<file path="config.mk">
export PLATFORM = sky130hd
export DESIGN_NAME = noc_local_injector_flat
export DESIGN_NICKNAME = d
export VERILOG_FILES = /design/src/rtl/noc_local_injector_pkg.sv /design/src/rtl/noc_local_injector_if.sv /design/src/rtl/noc_local_injector_route_xy.sv /design/src/rtl/noc_local_injector.sv /design/src/flat_wrapper.sv
export SDC_FILE = /design/constraint.sdc
export NUM_CORES = 1
export LEC_CHECK = 0
export CORE_ASPECT_RATIO = 0.6
export CORE_UTILIZATION = 48
export DETAILED_ROUTE_END_ITERATION = 8
export HOLD_SLACK_MARGIN = 0.12
export PLACE_DENSITY_LB_ADDON = 0.3
export REMOVE_ABC_BUFFERS = 1
export SETUP_SLACK_MARGIN = 0.1
export SLEW_MARGIN = 20
export SYNTH_ARGS = -nofsm -noshare
export SYNTH_HDL_FRONTEND = slang
export SYNTH_SLANG_ARGS = --single-unit
</file>
<file path="constraint.sdc">
create_clock -name clk -period 2 [get_ports clk]
set_input_delay 0.5 -clock clk [delete_from_list [all_inputs] [get_ports clk]]
set_output_delay 0.5 -clock clk [all_outputs]
set_load 0.02 [all_outputs]
</file>
<file path="src/rtl/noc_local_injector_pkg.sv">
// Shared NoC definitions: direction codes, flit width and header layout,
// plus the injector state encoding and a header-building helper.
package noc_pkg;
    localparam int FLIT_W = 8;

    localparam logic [2:0] DIR_L    = 3'd0;
    localparam logic [2:0] DIR_N    = 3'd1;
    localparam logic [2:0] DIR_E    = 3'd2;
    localparam logic [2:0] DIR_S    = 3'd3;
    localparam logic [2:0] DIR_W    = 3'd4;
    localparam logic [2:0] DIR_IDLE = 3'd7;

    localparam int HDR_DY_LSB  = 0;
    localparam int HDR_DX_LSB  = 2;
    localparam int HDR_LEN_LSB = 4;

    typedef enum logic [1:0] {
        ST_IDLE,
        ST_HEAD,
        ST_BODY
    } inj_state_t;

    function automatic logic [FLIT_W-1:0] make_header(input logic [3:0] len,
                                                      input logic [1:0] dest_x,
                                                      input logic [1:0] dest_y);
        logic [FLIT_W-1:0] h;
        h = '0;
        h[HDR_LEN_LSB +: 4] = len;
        h[HDR_DX_LSB +: 2]  = dest_x;
        h[HDR_DY_LSB +: 2]  = dest_y;
        return h;
    endfunction
endpackage

</file>
<file path="src/rtl/noc_local_injector_if.sv">
// Core-side command/payload channel plus the router local-port request/grant
// channel. master = core and router side, slave = the injector.
interface noc_local_injector_if;
    import noc_pkg::*;

    logic              pkt_valid;
    logic              pkt_ready;
    logic [1:0]        pkt_dest_x;
    logic [1:0]        pkt_dest_y;
    logic [3:0]        pkt_len;
    logic              data_valid;
    logic              data_ready;
    logic [FLIT_W-1:0] data_in;
    logic [FLIT_W-1:0] flit_out;
    logic [2:0]        request_out;
    logic              grant_in;

    modport master (
        output pkt_valid, pkt_dest_x, pkt_dest_y, pkt_len,
        output data_valid, data_in, grant_in,
        input  pkt_ready, data_ready, flit_out, request_out
    );

    modport slave (
        input  pkt_valid, pkt_dest_x, pkt_dest_y, pkt_len,
        input  data_valid, data_in, grant_in,
        output pkt_ready, data_ready, flit_out, request_out
    );
endinterface

</file>
<file path="src/rtl/noc_local_injector_route_xy.sv">
// Dimension-ordered (X then Y) first-hop direction for a destination,
// seen from node (MY_X, MY_Y). Shared with the router.
module noc_route_xy
    import noc_pkg::*;
#(
    parameter int MY_X = 1,
    parameter int MY_Y = 1
) (
    input  logic [1:0] dest_x,
    input  logic [1:0] dest_y,
    output logic [2:0] dir
);
    localparam logic [1:0] MX = MY_X[1:0];
    localparam logic [1:0] MYY = MY_Y[1:0];

    always_comb begin
        dir = DIR_L;
        if (dest_x > MX)
            dir = DIR_E;
        else if (dest_x < MX)
            dir = DIR_W;
        else if (dest_y > MYY)
            dir = DIR_S;
        else if (dest_y < MYY)
            dir = DIR_N;
    end
endmodule

</file>
<file path="src/rtl/noc_local_injector.sv">
// Local-port packetizer: turns a core packet command plus payload bytes into a
// header flit and LEN body flits toward the router. Optional NOC_INJ_STATS_EN
// adds saturating sent-packet and stall counters.
module noc_local_injector
    import noc_pkg::*;
#(
    parameter int MY_X = 1,
    parameter int MY_Y = 1
) (
    input  logic                  clk,
    input  logic                  rst,
    noc_local_injector_if.slave   bus
`ifdef NOC_INJ_STATS_EN
    ,
    output logic [15:0]           pkt_sent_cnt,
    output logic [15:0]           stall_cnt
`endif
);
    inj_state_t        state;
    logic              hold_v;
    logic [FLIT_W-1:0] hold_d;
    logic [2:0]        dir;
    logic [3:0]        len_q;
    logic [3:0]        remaining;
    logic              pkt_ready_q;
    logic [2:0]        route_dir;
    logic              granted;
    logic              byte_acc;

    noc_route_xy #(.MY_X(MY_X), .MY_Y(MY_Y)) u_route (
        .dest_x (bus.pkt_dest_x),
        .dest_y (bus.pkt_dest_y),
        .dir    (route_dir)
    );

    assign bus.flit_out    = hold_d;
    assign bus.request_out = hold_v ? dir : DIR_IDLE;
    assign bus.pkt_ready   = pkt_ready_q;

    // A granted slot may be refilled in the same cycle, hence grant feeds ready.
    assign bus.data_ready = (state == ST_BODY) && (remaining != 4'd0) &&
                            (!hold_v || bus.grant_in);
    assign granted  = hold_v && bus.grant_in;
    assign byte_acc = bus.data_ready && bus.data_valid;

    always_ff @(posedge clk or negedge rst) begin
        if (!rst) begin
            state       <= ST_IDLE;
            hold_v      <= 1'b0;
            hold_d      <= '0;
            dir         <= DIR_IDLE;
            len_q       <= 4'd0;
            remaining   <= 4'd0;
            pkt_ready_q <= 1'b0;
        end else begin
            case (state)
                ST_IDLE: begin
                    if (pkt_ready_q && bus.pkt_valid) begin
                        hold_d      <= make_header(bus.pkt_len, bus.pkt_dest_x, bus.pkt_dest_y);
                        hold_v      <= 1'b1;
                        dir         <= route_dir;
                        len_q       <= bus.pkt_len;
                        pkt_ready_q <= 1'b0;
                        state       <= ST_HEAD;
                    end else begin
                        pkt_ready_q <= 1'b1;
                    end
                end
                ST_HEAD: begin
                    if (granted) begin
                        hold_v <= 1'b0;
                        if (len_q == 4'd0) begin
                            pkt_ready_q <= 1'b1;
                            state       <= ST_IDLE;
                        end else begin
                            remaining <= len_q;
                            state     <= ST_BODY;
                        end
                    end
                end
                ST_BODY: begin
                    if (byte_acc) begin
                        hold_d    <= bus.data_in;
                        hold_v    <= 1'b1;
                        remaining <= remaining - 4'd1;
                    end else if (granted) begin
                        hold_v <= 1'b0;
                    end
                    // Body complete once nothing is left to accept and the slot drains.
                    if (remaining == 4'd0 && (!hold_v || granted)) begin
                        pkt_ready_q <= 1'b1;
                        state       <= ST_IDLE;
                    end
                end
                default: begin
                    state <= ST_IDLE;
                end
            endcase
        end
    end

`ifdef NOC_INJ_STATS_EN
    logic last_granted;

    assign last_granted = granted &&
                          ((state == ST_HEAD && len_q == 4'd0) ||
                           (state == ST_BODY && remaining == 4'd0));

    always_ff @(posedge clk or negedge rst) begin
        if (!rst) begin
            pkt_sent_cnt <= 16'd0;
            stall_cnt    <= 16'd0;
        end else begin
            if (last_granted && pkt_sent_cnt != 16'hFFFF)
                pkt_sent_cnt <= pkt_sent_cnt + 16'd1;
            if (hold_v && !bus.grant_in && stall_cnt != 16'hFFFF)
                stall_cnt <= stall_cnt + 16'd1;
        end
    end
`endif
endmodule

</file>
<file path="src/flat_wrapper.sv">
// flat-port wrapper written by rule: the top's interface ports become plain ports
module noc_local_injector_flat import noc_pkg::*;
#(
    parameter int MY_X = 1,
    parameter int MY_Y = 1
)
  (clk, rst, bus_pkt_valid, bus_pkt_dest_x, bus_pkt_dest_y, bus_pkt_len, bus_data_valid, bus_data_in, bus_grant_in, bus_pkt_ready, bus_data_ready, bus_flit_out, bus_request_out);
  noc_local_injector_if bus_i ();
  input  logic clk;
  input  logic rst;
  input wire logic [$bits(bus_i.pkt_valid)-1:0] bus_pkt_valid;
  input wire logic [$bits(bus_i.pkt_dest_x)-1:0] bus_pkt_dest_x;
  input wire logic [$bits(bus_i.pkt_dest_y)-1:0] bus_pkt_dest_y;
  input wire logic [$bits(bus_i.pkt_len)-1:0] bus_pkt_len;
  input wire logic [$bits(bus_i.data_valid)-1:0] bus_data_valid;
  input wire logic [$bits(bus_i.data_in)-1:0] bus_data_in;
  input wire logic [$bits(bus_i.grant_in)-1:0] bus_grant_in;
  output wire logic [$bits(bus_i.pkt_ready)-1:0] bus_pkt_ready;
  output wire logic [$bits(bus_i.data_ready)-1:0] bus_data_ready;
  output wire logic [$bits(bus_i.flit_out)-1:0] bus_flit_out;
  output wire logic [$bits(bus_i.request_out)-1:0] bus_request_out;
  assign bus_i.pkt_valid = bus_pkt_valid;
  assign bus_i.pkt_dest_x = bus_pkt_dest_x;
  assign bus_i.pkt_dest_y = bus_pkt_dest_y;
  assign bus_i.pkt_len = bus_pkt_len;
  assign bus_i.data_valid = bus_data_valid;
  assign bus_i.data_in = bus_data_in;
  assign bus_i.grant_in = bus_grant_in;
  assign bus_pkt_ready = bus_i.pkt_ready;
  assign bus_data_ready = bus_i.data_ready;
  assign bus_flit_out = bus_i.flit_out;
  assign bus_request_out = bus_i.request_out;
  noc_local_injector #(.MY_X(MY_X), .MY_Y(MY_Y)) u_core (.clk(clk), .rst(rst), .bus(bus_i));
endmodule
</file>
== Word-level counts from Yosys, hierarchy flattened ==
Cells that the tools add are included.
Widths: inputs -> output; s select.

* Bits in registers: 23
* Word-level logic and storage cells: 68

* $add $sub $neg: 1
* Equal/unequal tests: 8
* Magnitude comparators: 4
* Muxes and demuxes: 26
* Reduce and logical (&&, ||, !) cells: 22

{| class="wikitable"
|+ Operators with widths
! kind !! count
|-
| $mux 8 || 2
|-
| $pmux 8 s2 || 1
|-
| $mux 4 || 3
|-
| $mux 2 || 5
|-
| $mux 3 || 3
|-
| $logic_not 4->1 || 2
|-
| $mux 1 || 8
|-
| $ne 2x1->1 const B || 4
|-
| $pmux 4 s2 || 1
|-
| $reduce_and 4->1 || 2
|-
| $logic_and 1x1->1 || 6
|-
| $pmux 1 s3 || 2
|-
| $pmux 2 s3 || 1
|-
| $reduce_and 3->1 || 2
|-
| $gt 2x1->1 const B || 2
|-
| $lt 2x1->1 const B || 2
|-
| $ne 2x2->1 const B || 2
|-
| $reduce_and 2->1 || 2
|-
| $reduce_bool 2->1 || 2
|-
| $reduce_bool 4->1 || 1
|-
| $sub 4x1->4 const B || 1
|-
| $reduce_bool 3->1 || 1
|-
| $eq 2x1->1 const B || 1
|-
| $eq 2x2->1 const B || 1
|-
| 3 further kinds || 4
|}

== Longest topological paths before layout ==
Gate-level depths: netlist (run 1).

* Word-level depth: 6
* Gate-level depth with buffers: 7
* Gate-level depth less buffers: 6

== Hierarchy ==
A second synthesis (run 1) with hierarchy kept.

* Cells, all modules: 120
* Area, all modules: 1,367.6 um^2

{| class="wikitable"
|+ By module, submodules not included
! module !! area an instance (um^2) !! times used !! cells each !! sequential area each (um^2)
|-
| noc_local_injector || 1,337.5 || 1 || 116 || 579.3
|-
| noc_route_xy || 30.0 || 1 || 4 || 0.0
|}

== Worst setup path after synthesis (run 1) ==
OpenSTA, ideal clock, no wires.

* Path type: reg-to-output
* Start point: reg u_core.state[0]
* End point: out bus_data_ready
* Required time: 1.500 ns
* Arrival time: 1.423 ns
* Buffers on the path: 2
* Path slack: 0.077 ns
* Stages on the path, launching flop included: 6
* Path through: dfrtp_1 -> inv_1 -> ha_1 -> buf_2 -> buf_2 -> and3_1

* Word-level cells in the longest chain between the ends: 3

{| class="wikitable"
|+ Ends and longest elaborated chain
! element !! RTL line !! RTL
|-
| start: declaration || noc_local_injector.sv:19 || <nowiki>inj_state_t state;</nowiki>
|-
| start signal: assignment || noc_local_injector.sv:48 || <nowiki>state <= ST_IDLE;</nowiki>
|-
| start signal: assignment || noc_local_injector.sv:64 || <nowiki>state <= ST_HEAD;</nowiki>
|-
| start signal: assignment || noc_local_injector.sv:74 || <nowiki>state <= ST_IDLE;</nowiki>
|-
| $eq 2x2->1 || noc_local_injector.sv:41 || <nowiki>assign bus.data_ready = (state == ST_BODY) && (remaining != 4'd0) &&</nowiki>
|-
| $logic_and 1x1->1 (2 in a row) || noc_local_injector.sv:41 ||
|-
| end: declaration || flat_wrapper.sv:19 || <nowiki>output wire logic [$bits(bus_i.data_ready)-1:0] bus_data_ready;</nowiki>
|}

Every way passes these cells.

== Final worst setup path (run 1) ==
* Start point: reg u_core.remaining[0]
* End point: out bus_data_ready

* Word-level cells in the longest chain between the ends: 3

{| class="wikitable"
|+ Ends and longest elaborated chain
! element !! RTL line !! RTL
|-
| start: declaration || noc_local_injector.sv:24 || <nowiki>logic [3:0] remaining;</nowiki>
|-
| start signal: assignment || noc_local_injector.sv:76 || <nowiki>remaining <= len_q;</nowiki>
|-
| start signal: assignment || noc_local_injector.sv:85 || <nowiki>remaining <= remaining - 4'd1;</nowiki>
|-
| $reduce_bool 4->1 || noc_local_injector.sv:41 ||
|-
| $logic_and 1x1->1 (2 in a row) || noc_local_injector.sv:41 ||
|}

Every way passes these cells.

==> reports/qor.csv, run 1 <==
metric;value;unit
finClkSkew;9.67;ps
clk_pin_slew;90;ps
crit_arrival;1530;ps
layout_min_cycle_time;2030;ps
diodes;0;
relSlewSlack;0.714;
holdPathEnd;u_core.dir[2];
clkSinkCount;23;
r2r-start;u_core.remaining[0];
syn_area;1300;um2
critical_path_class;reg2out;
io_buffers;33;
holdPathStages;2;
ant_nets;0;
drt-total-wl;3390;um
setup-violations-final;1;
numCtsBuffers;3;
hpwl;2550;um
fin_crit_sh;1.01;
ff2ff_path_depth;7;
dr.first_iter.drc_count;77;
route.detailed.drc;0;
grt_antenna_before_repair;0;
grt_pass1_wl;5620;um
drv_slew;0;
power;3200;uW
synth-edff-count;0;
r2r_slack;70;ps
worstHoldStart;u_core.dir[2];
overflow;0;
status;complete, but fails checks;
whs;485;ps
p_per_area;1660;nW/um2
synth.yosys.seq_area_share;0.447;
synth-seq-cells;23;
drive_above_1_share;0.358;
rsz0062_at_grt;yes;
num_io_pins;34;
synth_largest_area_cell;dfrtp_1;
vias_per_cell;5.58;
track_usage;0.254;
tns;-29.9;ps
synth_warnings;0;
finalHoldViolations;0;
avgSynthCellArea;11.2;um2
clkLatencyLatePin;270;ps
vias;1144;
p_leak;0.000828;uW
drv_cap;0;
place_congestion;0.839;
fp.coreArea;2540;um2
wl_per_cell;16.5;um
layout_commonest_cell;clkdlybuf4s50_1;
drt-pass1-iter-count;4;
endpoint_kind;output pin;
synthTopCellsByArea;dfrtp_1 39%, mux2_2 17%, dfstp_2 6.1%;
cts_tree;built;
async_flop_share;1.00;
layout_common_cells;29 x clkdlybuf4s50_1, 21 x buf_4, 20 x dfrtp_1, 19 x mux2_2, 7 x nand2_1;
synth.top_cell.area_share;0.386;
synthFlopType;dfrtp_1;
worst-path-max-fanout;2;
hold_path.class;reg2reg;
worst_slack;-29.9;ps
die_height;42.3;um
tightest_slew;425;ps
area_growth;48.6;%
r2r_end;u_core.state[1];
grt_max_degree;24;
rows;14;
peakVddDrop;0.930;mV
cts-root-buf;clkbuf_8;
syn_inst;116;
violations;negative setup slack;
cp-start-kind;register;
dieArea;2920;um2
worstPathRequired;1500;ps
fillers;159;
synth_cell_types;35;
finalNetCount;200;
clockBufferDepth;2;
die_w;69.1;um
grt_pass1_vias;1213;
final_util;0.759;
start_util;0.510;
h-tree-depth;1;
max_freq;493;MHz
==> area by class of cell <==
type                    count  area (um2)  share of cell area
repair buffers             56         520               0.270
well taps                  32        40.0              0.0208
clock buffers               4        45.0              0.0234
multi-input cells          83         716               0.371
inverters                   7        26.3              0.0136
flip-flops and latches     23         579               0.301
==> sequential cells by signal, summed over array words and instances, names as in the netlist <==
register / flops
u_core.state: 2
u_core.remaining: 4
u_core.bus.pkt_ready: 1
u_core.bus.flit_out: 8
u_core.hold_v: 1
u_core.len_q: 4
u_core.dir: 3
==> report_power, final <==
group	internal [uW]	total, uW	switching, uW
clock network	143	301	158
logic	1090	2020	925
registers	728	878	151
==> routing by layer <==
metal	up-vias	wire (um)	GRT usage
met5	-	0	0
met4	0	46	0.0735
met3	6	178	0.0553
met2	38	1690	0.441
met1	561	1480	0.323
li1	539	-	-
==> metrics by stage <==
stage | area (um2) | setup WS [ps] | cells
6_report | 1930 | -29.9 | 205
2_1_floorplan | 1280 | -109 | 113
3_3_place_gp | 1790 | -447 | 196
5_1_grt | 1930 | -69.1 | 205
3_5_place_dp | 1790 | -471 | 196
4_1_cts | 1890 | -50.1 | 203
==> repair_timing <==
item                       in CTS  in global routing
pin swaps                       3                  4
gates resized for setup        16                  7
setup buffers                   3                  2
hold buffers                    0                  0
setup endpoints to repair      14                 17
==> worst max path at each step <==
stage	from	to	slack, ps	depth (start not counted)
6_report	u_core.remaining[0]	bus_data_ready	-30	5
5_1_grt	u_core.remaining[1]	bus_data_ready	-70	5
4_1_cts	u_core.remaining[1]	bus_data_ready	-50	5
3_5_place_dp	bus_grant_in	bus_data_ready	-470	4
3_3_place_gp	bus_grant_in	bus_data_ready	-450	4
2_1_floorplan	u_core.state[0]	u_core.bus.flit_out[0]	-110	6
==> worst max-delay path, cell delays in order, from the launching register on <==
cell,delay [ps]
dfrtp_1,380
inv_1,60
ha_2,170
or3b_4,380
and3_4,160
buf_6,120
==> cells by family (layout without fill, tap and decap cells) <==
group	after synthesis	in the layout	share of synthesized area
buffers and inverters	10	67	0.0309
flip-flops	23	23	0.447
multiplexers	22	22	0.190
AND/OR/NAND/NOR	28	28	0.128
adder cells (fa/ha/maj)	5	5	0.0483
AO/OA/AOI/OAI	28	28	0.155
==> synthesized netlist by cell type, types with 2 or more instances <==
| master | instances |
|---|---|
| nor2_1 | 4 |
| dfrtp_1 | 20 |
| a2bb2oi_1 | 2 |
| inv_1 | 7 |
| nand2_1 | 7 |
| o22a_1 | 4 |
| ha_1 | 5 |
| a22o_1 | 2 |
| nand3_1 | 3 |
| mux2_2 | 20 |
| o21ai_0 | 6 |
| dfstp_2 | 3 |
| buf_2 | 2 |
| a21oi_1 | 7 |
| nand2b_1 | 4 |
No activity file was read; power rests on OpenSTA's default activity.
==> run 2: changes to the inputs <==
--- a/config.mk
+++ b/config.mk
@@ -5,6 +5,7 @@
 export SDC_FILE = /design/constraint.sdc
 export NUM_CORES = 1
 export LEC_CHECK = 0
+export CAP_MARGIN = 0
 export CORE_ASPECT_RATIO = 0.6
 export CORE_UTILIZATION = 48
 export DETAILED_ROUTE_END_ITERATION = 8
==> results of run 2 <==
Same layout as run 1: the final DEF is identical, and so are final timing and power.
